===== config.mk =====
export PLATFORM = sky130hd
export DESIGN_NAME = pc_redirect_unit
export DESIGN_NICKNAME = d
export VERILOG_FILES = /design/src/rtl/pc_redirect_unit.sv
export SDC_FILE = /design/constraint.sdc
export NUM_CORES = 1
export LEC_CHECK = 0
export ABC_AREA = 0
export BUFFER_PORTS_ARGS = -buffer_cell sky130_fd_sc_hd__buf_2
export CAP_MARGIN = 20
export CORE_ASPECT_RATIO = 0.6
export CORE_MARGIN = 3
export CORE_UTILIZATION = 55
export DETAILED_ROUTE_END_ITERATION = 7
export PLACE_DENSITY = 0.92
export SLEW_MARGIN = 40
export SYNTH_ARGS = -nofsm -noshare
export SYNTH_HDL_FRONTEND = slang
export SYNTH_SLANG_ARGS = --single-unit
export TNS_END_PERCENT = 10

===== constraint.sdc =====
create_clock -name clk_i -period 7.4 [get_ports clk_i]
set_input_delay 1.48 -clock clk_i [delete_from_list [all_inputs] [get_ports clk_i]]
set_output_delay 1.48 -clock clk_i [all_outputs]
set_load 0.01 [all_outputs]

===== src/rtl/pc_redirect_unit.sv =====
// PC stage: holds the PC, computes PC+4 and the branch/jump targets, picks the next PC, and
// runs a short flush sequence after every taken redirect so wrong-path fetches are marked.
module pc_redirect_unit #(
   parameter logic [31:0] RESET_PC     = 32'h0000_0000,
   parameter int unsigned FLUSH_CYCLES = 1
) (
   input  logic        clk_i,
   input  logic        rst_i,
   input  logic        stall_i,
   input  logic        branch_i,
   input  logic        branch_ne_i,
   input  logic        zero_i,
   input  logic [31:0] shifted_offset_i,
   input  logic        jump_i,
   input  logic [25:0] jump_index_i,
   output logic [31:0] pc_o,
   output logic [31:0] pc_plus4_o,
   output logic [31:0] branch_target_o,
   output logic        fetch_valid_o,
   output logic        flush_o,
   output logic [7:0]  redirect_cnt_o
);

   typedef enum logic [1:0] {StBoot, StRun, StFlush} state_e;

   localparam logic [3:0] FlushInit = 4'(FLUSH_CYCLES);

   state_e      state_q;
   logic [31:0] pc_q;
   logic [3:0]  cnt_q;
   logic [7:0]  redir_q;
   logic        fetch_valid_q;
   logic        flush_q;

   logic [31:0] jump_target;
   logic        taken;

   always_comb begin
      pc_plus4_o      = pc_q + 32'd4;
      branch_target_o = pc_plus4_o + shifted_offset_i;
      jump_target     = {pc_plus4_o[31:28], jump_index_i, 2'b00};
      taken           = branch_i & (zero_i ^ branch_ne_i);
   end

   always_ff @(posedge clk_i or negedge rst_i) begin
      if (!rst_i) begin
         state_q       <= StBoot;
         pc_q          <= RESET_PC;
         cnt_q         <= 4'd0;
         redir_q       <= 8'd0;
         fetch_valid_q <= 1'b0;
         flush_q       <= 1'b0;
      end else if (!stall_i) begin
         unique case (state_q)
            StBoot: begin
               state_q       <= StRun;
               fetch_valid_q <= 1'b1;
               flush_q       <= 1'b0;
            end
            StRun: begin
               if (jump_i || taken) begin
                  // Jump has priority over a simultaneous taken branch.
                  pc_q          <= jump_i ? jump_target : branch_target_o;
                  cnt_q         <= FlushInit;
                  state_q       <= StFlush;
                  fetch_valid_q <= 1'b0;
                  flush_q       <= 1'b1;
                  if (redir_q != 8'hFF) redir_q <= redir_q + 8'd1;
               end else begin
                  pc_q <= pc_plus4_o;
               end
            end
            StFlush: begin
               pc_q  <= pc_plus4_o;
               cnt_q <= cnt_q - 4'd1;
               if (cnt_q <= 4'd1) begin
                  state_q       <= StRun;
                  fetch_valid_q <= 1'b1;
                  flush_q       <= 1'b0;
               end
            end
            default: begin
               state_q       <= StBoot;
               fetch_valid_q <= 1'b0;
               flush_q       <= 1'b0;
            end
         endcase
      end
   end

   assign pc_o           = pc_q;
   assign fetch_valid_o  = fetch_valid_q;
   assign flush_o        = flush_q;
   assign redirect_cnt_o = redir_q;

endmodule

After elaboration in Yosys (flattened, before gate mapping)
Index checks and enable logic that the tools add are counted.
{"block": "classes", "add_sub_neg": 4, "order_cmp": 1, "n_eq_ne": 5, "muxes": 14, "bitwise_logic": 3, "n_reduce_logical": 7}
{"operator": "32-bit 2-to-1 mux", "n": 2}
{"operator": "32-bit one-hot mux with 2 select lines", "n": 1}
{"operator": "32-bit by 3-bit adder with 32-bit output, second input constant", "n": 1}
{"operator": "32-bit adder", "n": 1}
{"operator": "8-bit by 1-bit adder with 8-bit output, second input constant", "n": 1}
{"operator": "8-bit inequality test, second input constant", "n": 1}
{"operator": "4-bit one-hot mux with 2 select lines", "n": 1}
{"operator": "2-bit one-hot mux with 3 select lines", "n": 1}
{"operator": "3-bit AND reduction", "n": 2}
{"operator": "4-bit by 1-bit less-or-equal comparator with 1-bit output, second input constant", "n": 1}
{"operator": "1-bit 2-to-1 mux", "n": 4}
{"operator": "2-bit 2-to-1 mux", "n": 2}
{"operator": "4-bit 2-to-1 mux", "n": 1}
{"operator": "2-bit inequality test, second input constant", "n": 2}
{"operator": "4-bit AND reduction", "n": 1}
{"operator": "4-bit by 1-bit subtractor with 4-bit output, second input constant", "n": 1}
{"operator": "1-bit one-hot mux with 3 select lines", "n": 1}
{"operator": "2-bit by 1-bit == test with 1-bit output, second input constant", "n": 1}
{"operator": "2-bit == test, second input constant", "n": 1}
{"operator": "2-bit logical NOT", "n": 1}
{"operator": "1-bit one-hot mux with 2 select lines", "n": 1}
{"operator": "2-bit AND reduction", "n": 1}
{"operator": "2-bit nonzero test", "n": 1}
{"operator": "1-bit bitwise AND", "n": 1}
{"operator": "3 further kinds", "n": 3}
{"block": "word_totals", "ff_bits": 48, "input_bits": 65, "output_inout_bits": 106, "word_cells": 40}

Logic depth before layout (Yosys ltp)
Gate-level depths: netlist of the first run.
{"block": "depth", "ltp_word": 5, "ltp_mapped": 18, "ltp_nobuf": 17}

Worst setup path after synthesis of the first run
OpenSTA, ideal clock, no wires.
{"block": "synth_path", "path_type": "in2out", "startpoint": "input shifted_offset_i[0]", "endpoint": "output branch_target_o[28]", "t_arrival_ps": 3852, "required_time_ps": 5920, "slack_ps": 2068, "stages": 10, "path_cell_list": "ha_1 fa_1 a21o_1 a221oi_4 o221a_4 o21ai_2 a311oi_4 o31ai_2 a31oi_2 xnor2_1"}
{"block": "synth_between", "elab_chain_len": 1}
{"item": "start, declared", "line": "13", "text": "input logic [31:0] shifted_offset_i,"}
{"item": "32-bit adder", "line": "40", "text": "branch_target_o = pc_plus4_o + shifted_offset_i;"}
{"item": "end, declared", "line": "18", "text": "output logic [31:0] branch_target_o,"}
No other way between the ends.

Worst setup path after layout of the first run
{"block": "layout_path", "startpoint": "register pc_q[2] (netlist: pc_o[2])", "endpoint": "output branch_target_o[31]"}
{"block": "layout_between", "elab_chain_len": 2}
{"item": "start, declared", "line": "29", "text": "logic [31:0] pc_q;"}
{"item": "start signal, assigned", "line": "63", "text": "pc_q <= jump_i ? jump_target : branch_target_o;"}
{"item": "start signal, assigned", "line": "70", "text": "pc_q <= pc_plus4_o;"}
{"item": "start signal, assigned", "line": "74", "text": "pc_q <= pc_plus4_o;"}
{"item": "32-bit by 3-bit adder with 32-bit output", "line": "39", "text": "pc_plus4_o = pc_q + 32'd4;"}
{"item": "32-bit adder", "line": "40"}
No other way between the ends.

==> results of run 1 <==
cell type report:
class	instances	share of cell area (%)
well taps	108	2.34
inverters	13	0.843
clock buffers	5	2.16
flip-flops and latches	46	19.9
clock inverters	3	0.454
multi-input cells	502	58.9
repair buffers	175	15.4
cells by family after synthesis:
group,count (synthesis),share of synthesized area (%)
adder cells (fa/ha/maj),46,12.4
AND/OR/NAND/NOR,207,20.2
XOR/XNOR,67,12.5
buffers and inverters,37,3.17
multiplexers,5,1.09
AO/OA/AOI/OAI,177,26.2
flip-flops,46,24.5
path summary, 6_finish.rpt:
check                         start                   to  slack (ps)
setup reg to reg            pc_o[2]             pc_o[31]        2800
hold / removal             cnt_q[3]             cnt_q[3]         500
setup / recovery            pc_o[2]  branch_target_o[31]        1400
min in group asynchronous     rst_i    redirect_cnt_o[1]        1190
max in group asynchronous     rst_i             pc_o[13]        5780
hold reg to reg            cnt_q[3]             cnt_q[3]         500
registers in the layout (all words and copies together) (netlist names):
name,count
pc_o,32
redirect_cnt_o,8
state_q,2
cnt_q,4
power groups by stage:
stage	sequential [mW]	combinational, mW	clock, mW
floorplan	0.544	1.44	0
global placement	0.520	2.17	0
detailed placement	0.532	2.25	0
CTS	0.529	2.26	0.250
global route	0.554	2.50	0.262
finish	0.535	2.30	0.248
cells in the mapped netlist (3+ instances only):
master | count | area share (%)
sky130_fd_sc_hd__o22a_1 | 3 | 0.56
sky130_fd_sc_hd__o22ai_1 | 4 | 0.53
sky130_fd_sc_hd__a21oi_1 | 56 | 6.0
sky130_fd_sc_hd__ha_1 | 45 | 12
sky130_fd_sc_hd__xnor2_1 | 44 | 8.2
sky130_fd_sc_hd__o21a_1 | 5 | 0.80
sky130_fd_sc_hd__buf_1 | 3 | 0.24
sky130_fd_sc_hd__dfrtp_1 | 46 | 24
sky130_fd_sc_hd__nand3_1 | 24 | 2.6
sky130_fd_sc_hd__a21o_1 | 19 | 3.0
sky130_fd_sc_hd__o31ai_1 | 3 | 0.48
sky130_fd_sc_hd__xor2_1 | 23 | 4.3
sky130_fd_sc_hd__a221oi_1 | 12 | 2.2
sky130_fd_sc_hd__nand4_1 | 11 | 1.5
sky130_fd_sc_hd__nand2_1 | 78 | 6.2
sky130_fd_sc_hd__inv_1 | 13 | 1.0
sky130_fd_sc_hd__a211oi_1 | 4 | 0.64
sky130_fd_sc_hd__and4_1 | 4 | 0.74
sky130_fd_sc_hd__nor3_1 | 5 | 0.53
sky130_fd_sc_hd__mux2i_1 | 4 | 0.85
sky130_fd_sc_hd__o21ai_0 | 21 | 2.2
sky130_fd_sc_hd__o21ai_1 | 9 | 0.96
sky130_fd_sc_hd__clkbuf_1 | 17 | 1.4
sky130_fd_sc_hd__nand2b_1 | 3 | 0.40
sky130_fd_sc_hd__nor2_1 | 52 | 4.2
sky130_fd_sc_hd__a211o_1 | 4 | 0.74
sky130_fd_sc_hd__a31oi_1 | 6 | 0.80
sky130_fd_sc_hd__o211ai_1 | 4 | 0.64
sky130_fd_sc_hd__and2_1 | 5 | 0.67
sky130_fd_sc_hd__and3_1 | 13 | 1.7
metal layers:
metal / wire length, microns / vias up
li1: - / 2444
met1: 6840 / 2490
met2: 7140 / 367
met3: 2190 / 34
met4: 283 / 0
met5: 0 / -
critical path, cell delays in order (launching register included):
cell                       delay (ps)
sky130_fd_sc_hd__dfrtp_1          450
sky130_fd_sc_hd__ha_1             270
sky130_fd_sc_hd__and4_1           280
sky130_fd_sc_hd__and3_1           420
sky130_fd_sc_hd__nand3_1          230
sky130_fd_sc_hd__or3_1            480
sky130_fd_sc_hd__xnor2_1          180
sky130_fd_sc_hd__ha_1             430
sky130_fd_sc_hd__nand2_1          140
sky130_fd_sc_hd__or2_2            340
sky130_fd_sc_hd__nor2_1           160
sky130_fd_sc_hd__a21oi_1          120
sky130_fd_sc_hd__o311ai_2         400
sky130_fd_sc_hd__xor2_1           180
sky130_fd_sc_hd__buf_2            150
metrics by stage:
stage	std cells	power (mW)
final	852	3.09
after global routing	852	3.31
after CTS	852	3.04
after detailed placement	844	2.78
after global placement	844	2.69
after floorplan	585	1.99
cells in the final DEF (no fill, tap or decap), drive strengths merged, types with 5 or more instances in the layout:
cell and instances:
xnor2 44, nor3 5, dfrtp 46, a31oi 7, ha 45, xor2 23
o211ai 5, buf 175, and2 5, nor2 52, o21ai 31, a21oi 56
and3 13, clkbuf 5, a21o 19, o31ai 5, nand4 11, a221oi 13
nand3 24, inv 16, nand2 78, o21a 5
==> impl_metrics.ini, run 1 <==
[sta]
headroom_to_the_max_slew_limit_pct = 56.3
tightest_pin_transition_ps = 654
setup-tns-final_ps = 0
share_of_the_cycle_needed_by_the_critical_path_after_routing_pct = 81.1
maxSlewViolCount = 0
period_needed_ps = 6000
hold_ws_ps = 498
setup_repair_after_global_routing_missed_its_margin = no
finalSetupViolCount = 0
clock_skew_ps = 5.46
hold_viol_final = 0
maximum_clock_frequency_ghz = 0.167
postLayoutSetupSlackWorst_ps = 1400

[global_routing]
first_global_vias = 5131
grt-ovfl-total = 0
wire_length_of_the_first_global_routing_pass_mm = 26.5
globalRouteMet1Util_pct = 46.5
number_of_antenna_violations_at_the_first_check_in_global_routing = 0
grt_util_all_layers_pct = 33.2
use_met2_pct = 50.8
grt-busiest-layer = met2
global_route.usage.met3_pct = 9.01
grt_start_max_net_pins = 47

[power]
clock_power_share_pct = 8.1
power.share.combinational_pct = 74.6
power_density_over_cell_area_nw_per_um2 = 533
ir_worst_vdd_uv = 241
power.share.switching_pct = 54.6
power_frac_seq_pct = 17.3
leakagePower_nw = 2.77
switchingPower_mw = 1.68
internal_power_mw = 1.40

[clocking]
numCtsBuffers = 5
clock_tree.htree_level_count = 2
clock_insertion_delay_worst_skew_ps = 300
cts-hold-fix-buffers = 0
cts_tree = done
clk_path_buf_depth = 2
resize_count_post_cts = 0
cts.sink_count = 46
clk_root_buffer_cell = sky130_fd_sc_hd__clkbuf_16
cts.clk_slew.worst_paths_ps = 70
cts.repair_timing.setup_buffer_count = 0

[logic_synthesis]
synthCells = 585
syn-num-nets = 696
yosys_most_used_dff = sky130_fd_sc_hd__dfrtp_1
async_reset_ff_share_pct = 100
seq_area_frac_synth_pct = 24.5
synth_area_per_cell_sq_um = 8.04
postSynthRegisterBits = 46
synth-edff-count = 0
synthesis.area_sq_um = 4700
synth_cell_types = 66
synthesis.yosys.warnings = 0

[route]
wl_per_cell_microns = 19.3
drt_wl_total_mm = 16.5
ant_nets = 0
via_per_inst = 6.26
residual_drc_count = 0
initialDrtViolationCount = 693
dr.pass1.iters = 8
vias = 5335

[hold_path]
min_path_cells = 1
min_path_type = flip-flop to flip-flop

[die]
floorplan.die_area_sq_um = 9730
dieHeight_microns = 77.6
floorplan.io_pins = 171
placeableCoreArea_sq_um = 8100
die_width_microns = 125
initial_standard_cell_utilization_of_the_core_pct = 58.1
rows = 25

[final_layout]
final_area_sq_um = 5790
register_area_sq_um = 1150
area_used_by_multi_input_combinational_logic_sq_um = 3410
drive_gt1_share_pct = 26.6
utilization_pct = 71.4
finish.net_count = 854
n_antenna_cell = 0
n_fill_cell = 673
areaGrowthSynthToFinish_pct = 23.0

[worst_setup_path]
cp.required_ps = 5920
timing.critical_path.arrival_ps = 4520
critical_path.endpoint_type = output port
crit_fanout = 7
setup.worst_path.start_class = flip-flop
crit_type = flip-flop to output port
reg2regPathDepth = 16

[place]
detailed_place_hpwl_mm = 12.8
global_placement_routability_congestion = 1.03
place_ws_ps = 1510
portBuffers = 170
placed_area_sq_um = 5630

[flow_run]
timing.max_cap.violations = 0

[status]
run_status = completed
(Power assumes the default switching activity.)
==> run 2, diff against run 1 <==
- CORE_UTILIZATION: 55 -> 46
- PLACE_DENSITY: 0.92 -> 0.83
- clock period: 7.4 -> 4.9 ns (I/O delays scaled with it)
==> impl_metrics.ini, run 2 (synthesized netlist as in run 1, its figures left out) <==
[clocking]
clk_root_buffer_cell = sky130_fd_sc_hd__clkbuf_16
cts_tree = done
cts-hold-fix-buffers = 0
numCtsBuffers = 5
clock_tree.htree_level_count = 2
cts.clk_slew.worst_paths_ps = 70
clock_insertion_delay_worst_skew_ps = 300
cts.sink_count = 46
clk_path_buf_depth = 2

[sta]
hold_viol_final = 0
maximum_clock_frequency_ghz = 0.206
maxSlewViolCount = 0
postLayoutSetupSlackWorst_ps = 35.9
setup-tns-final_ps = 0
tightest_pin_transition_ps = 740
period_needed_ps = 4860
finalSetupViolCount = 0
hold_ws_ps = 495
clock_skew_ps = 4.77
share_of_the_cycle_needed_by_the_critical_path_after_routing_pct = 99.3
setup_repair_after_global_routing_missed_its_margin = yes
headroom_to_the_max_slew_limit_pct = 50.7

[final_layout]
mostFrequentLayoutCells = 170 x sky130_fd_sc_hd__buf_2, 77 x sky130_fd_sc_hd__nand2_1, 50 x sky130_fd_sc_hd__a21oi_1, 47 x sky130_fd_sc_hd__nor2_1, 43 x sky130_fd_sc_hd__dfrtp_1
largest_register_ff_count = 32
finish.net_count = 878
drive_gt1_share_pct = 34.1
n_fill_cell = 801
areaGrowthSynthToFinish_pct = 33.1
n_antenna_cell = 0
layout.cells.most_common = sky130_fd_sc_hd__buf_2
final_cell_count_no_fill = 898

[hold_path]
min_path_type = flip-flop to flip-flop

[power]
leakagePower_nw = 2.97
power.share.combinational_pct = 75.6
power_frac_seq_pct = 16.3
switchingPower_mw = 2.63
clock_power_share_pct = 8.1
ir_worst_vdd_uv = 414
power_density_over_cell_area_nw_per_um2 = 795
internal_power_mw = 2.35
power.share.switching_pct = 52.8
fin_total_pwr_mw = 4.98

[route]
dr.pass1.iters = 5
wl_per_cell_microns = 19.4
ant_nets = 0
initialDrtViolationCount = 442
via_per_inst = 6.07
residual_drc_count = 0
vias = 5447
drt_wl_total_mm = 17.4

[worst_setup_path]
cp.required_ps = 3920
critical_path.endpoint_type = output port
regToRegSetupSlack_ps = 1070
crit_fanout = 5
crit_type = flip-flop to output port
setup.worst_path.start_class = flip-flop
timing.critical_path.arrival_ps = 3880

[global_routing]
number_of_antenna_violations_at_the_first_check_in_global_routing = 0
grt-ovfl-total = 0
grt_util_all_layers_pct = 28.8
first_global_vias = 5190
grt_start_max_net_pins = 47
wire_length_of_the_first_global_routing_pass_mm = 26.8

[flow_run]
timing.max_cap.violations = 0

[die]
floorplan.die_area_sq_um = 11500
initial_standard_cell_utilization_of_the_core_pct = 49.2
dieHeight_microns = 84.3
placeableCoreArea_sq_um = 9560
rows = 27
floorplan.io_pins = 171
die_width_microns = 137

[place]
portBuffers = 170
detailed_place_hpwl_mm = 13.2
place_ws_ps = 108
place.detailed.instances = 882
global_placement_routability_congestion = 0.941

[status]
run_status = completed
[run 2: changes by cell type in the layout (fill, tap and decap cells not counted), sizes merged]
cell / delta
buf: +24
bufinv: +1
clkbuf: +1
clkinvlp: +1
inv: -3
[run 2: worst paths after layout]
check,endpoint,cells after the start,startpoint
worst min-delay path,redirect_cnt_o[6],1,redirect_cnt_o[6]
worst min register to register,redirect_cnt_o[6],1,redirect_cnt_o[6]
worst max-delay path,branch_target_o[28],16,pc_o[6]
worst max register to register,pc_o[31],16,pc_o[6]
max in group asynchronous,pc_o[4],2,rst_i
min in group asynchronous,state_q[1],2,rst_i
[run 2: metal layers]
layer	part of all wire, %	wire (microns)	vias up	track usage, %
li1	-	-	2499	-
met1	44	7650	2584	41.3
met2	44	7610	340	44.1
met3	11	1960	24	6.83
met4	1.0	177	0	6.13
met5	0	0	-	0
[run 2: layout make-up]
type / count / area [sq um] / share of cell area (%)
Tap cell: 130 / 163 / 2.60
Timing Repair Buffer: 199 / 1070 / 17.1
Clock inverter: 2 / 37.5 / 0.600
Multi-Input combinational cell: 502 / 3650 / 58.4
Sequential cell: 46 / 1150 / 18.5
Clock buffer: 6 / 129 / 2.06
Inverter: 13 / 48.8 / 0.780
[run 2: power by group through the flow]
stage	logic, mW	registers [mW]	clock network [mW]
2_1_floorplan	2.18	0.821	0
3_3_place_gp	3.39	0.780	0
3_5_place_dp	3.47	0.795	0
4_1_cts	3.51	0.795	0.411
5_1_grt	4.06	0.844	0.428
6_report	3.76	0.812	0.404
[run 2: repair_timing]
action / in CTS / in global routing
pin swaps: 1 / 14
buffers inserted: 0 / 8
setup endpoints to repair: 6 / 10
resized for setup: 11 / 41
[run 2: worst max-delay path, cell delays in order (launching register included)]
cell	delay (ps)
sky130_fd_sc_hd__dfrtp_1	420
sky130_fd_sc_hd__and3_1	210
sky130_fd_sc_hd__and3_4	210
sky130_fd_sc_hd__and3_4	220
sky130_fd_sc_hd__nand2_1	70
sky130_fd_sc_hd__xnor2_1	290
sky130_fd_sc_hd__ha_1	360
sky130_fd_sc_hd__nand2_1	100
sky130_fd_sc_hd__nor2_1	50
sky130_fd_sc_hd__a211oi_1	290
sky130_fd_sc_hd__o21ai_2	170
sky130_fd_sc_hd__a311oi_4	320
sky130_fd_sc_hd__buf_6	180
sky130_fd_sc_hd__o31ai_4	90
sky130_fd_sc_hd__a31oi_2	270
sky130_fd_sc_hd__xnor2_2	160
sky130_fd_sc_hd__buf_2	170
[run 2: through the flow]
stage | util (%) | area, sq um
global route | 65.5 | 6260
detailed placement | 60.5 | 5780
CTS | 62.7 | 5990
finish | 65.5 | 6260
global placement | 60.4 | 5780
floorplan | - | 4700
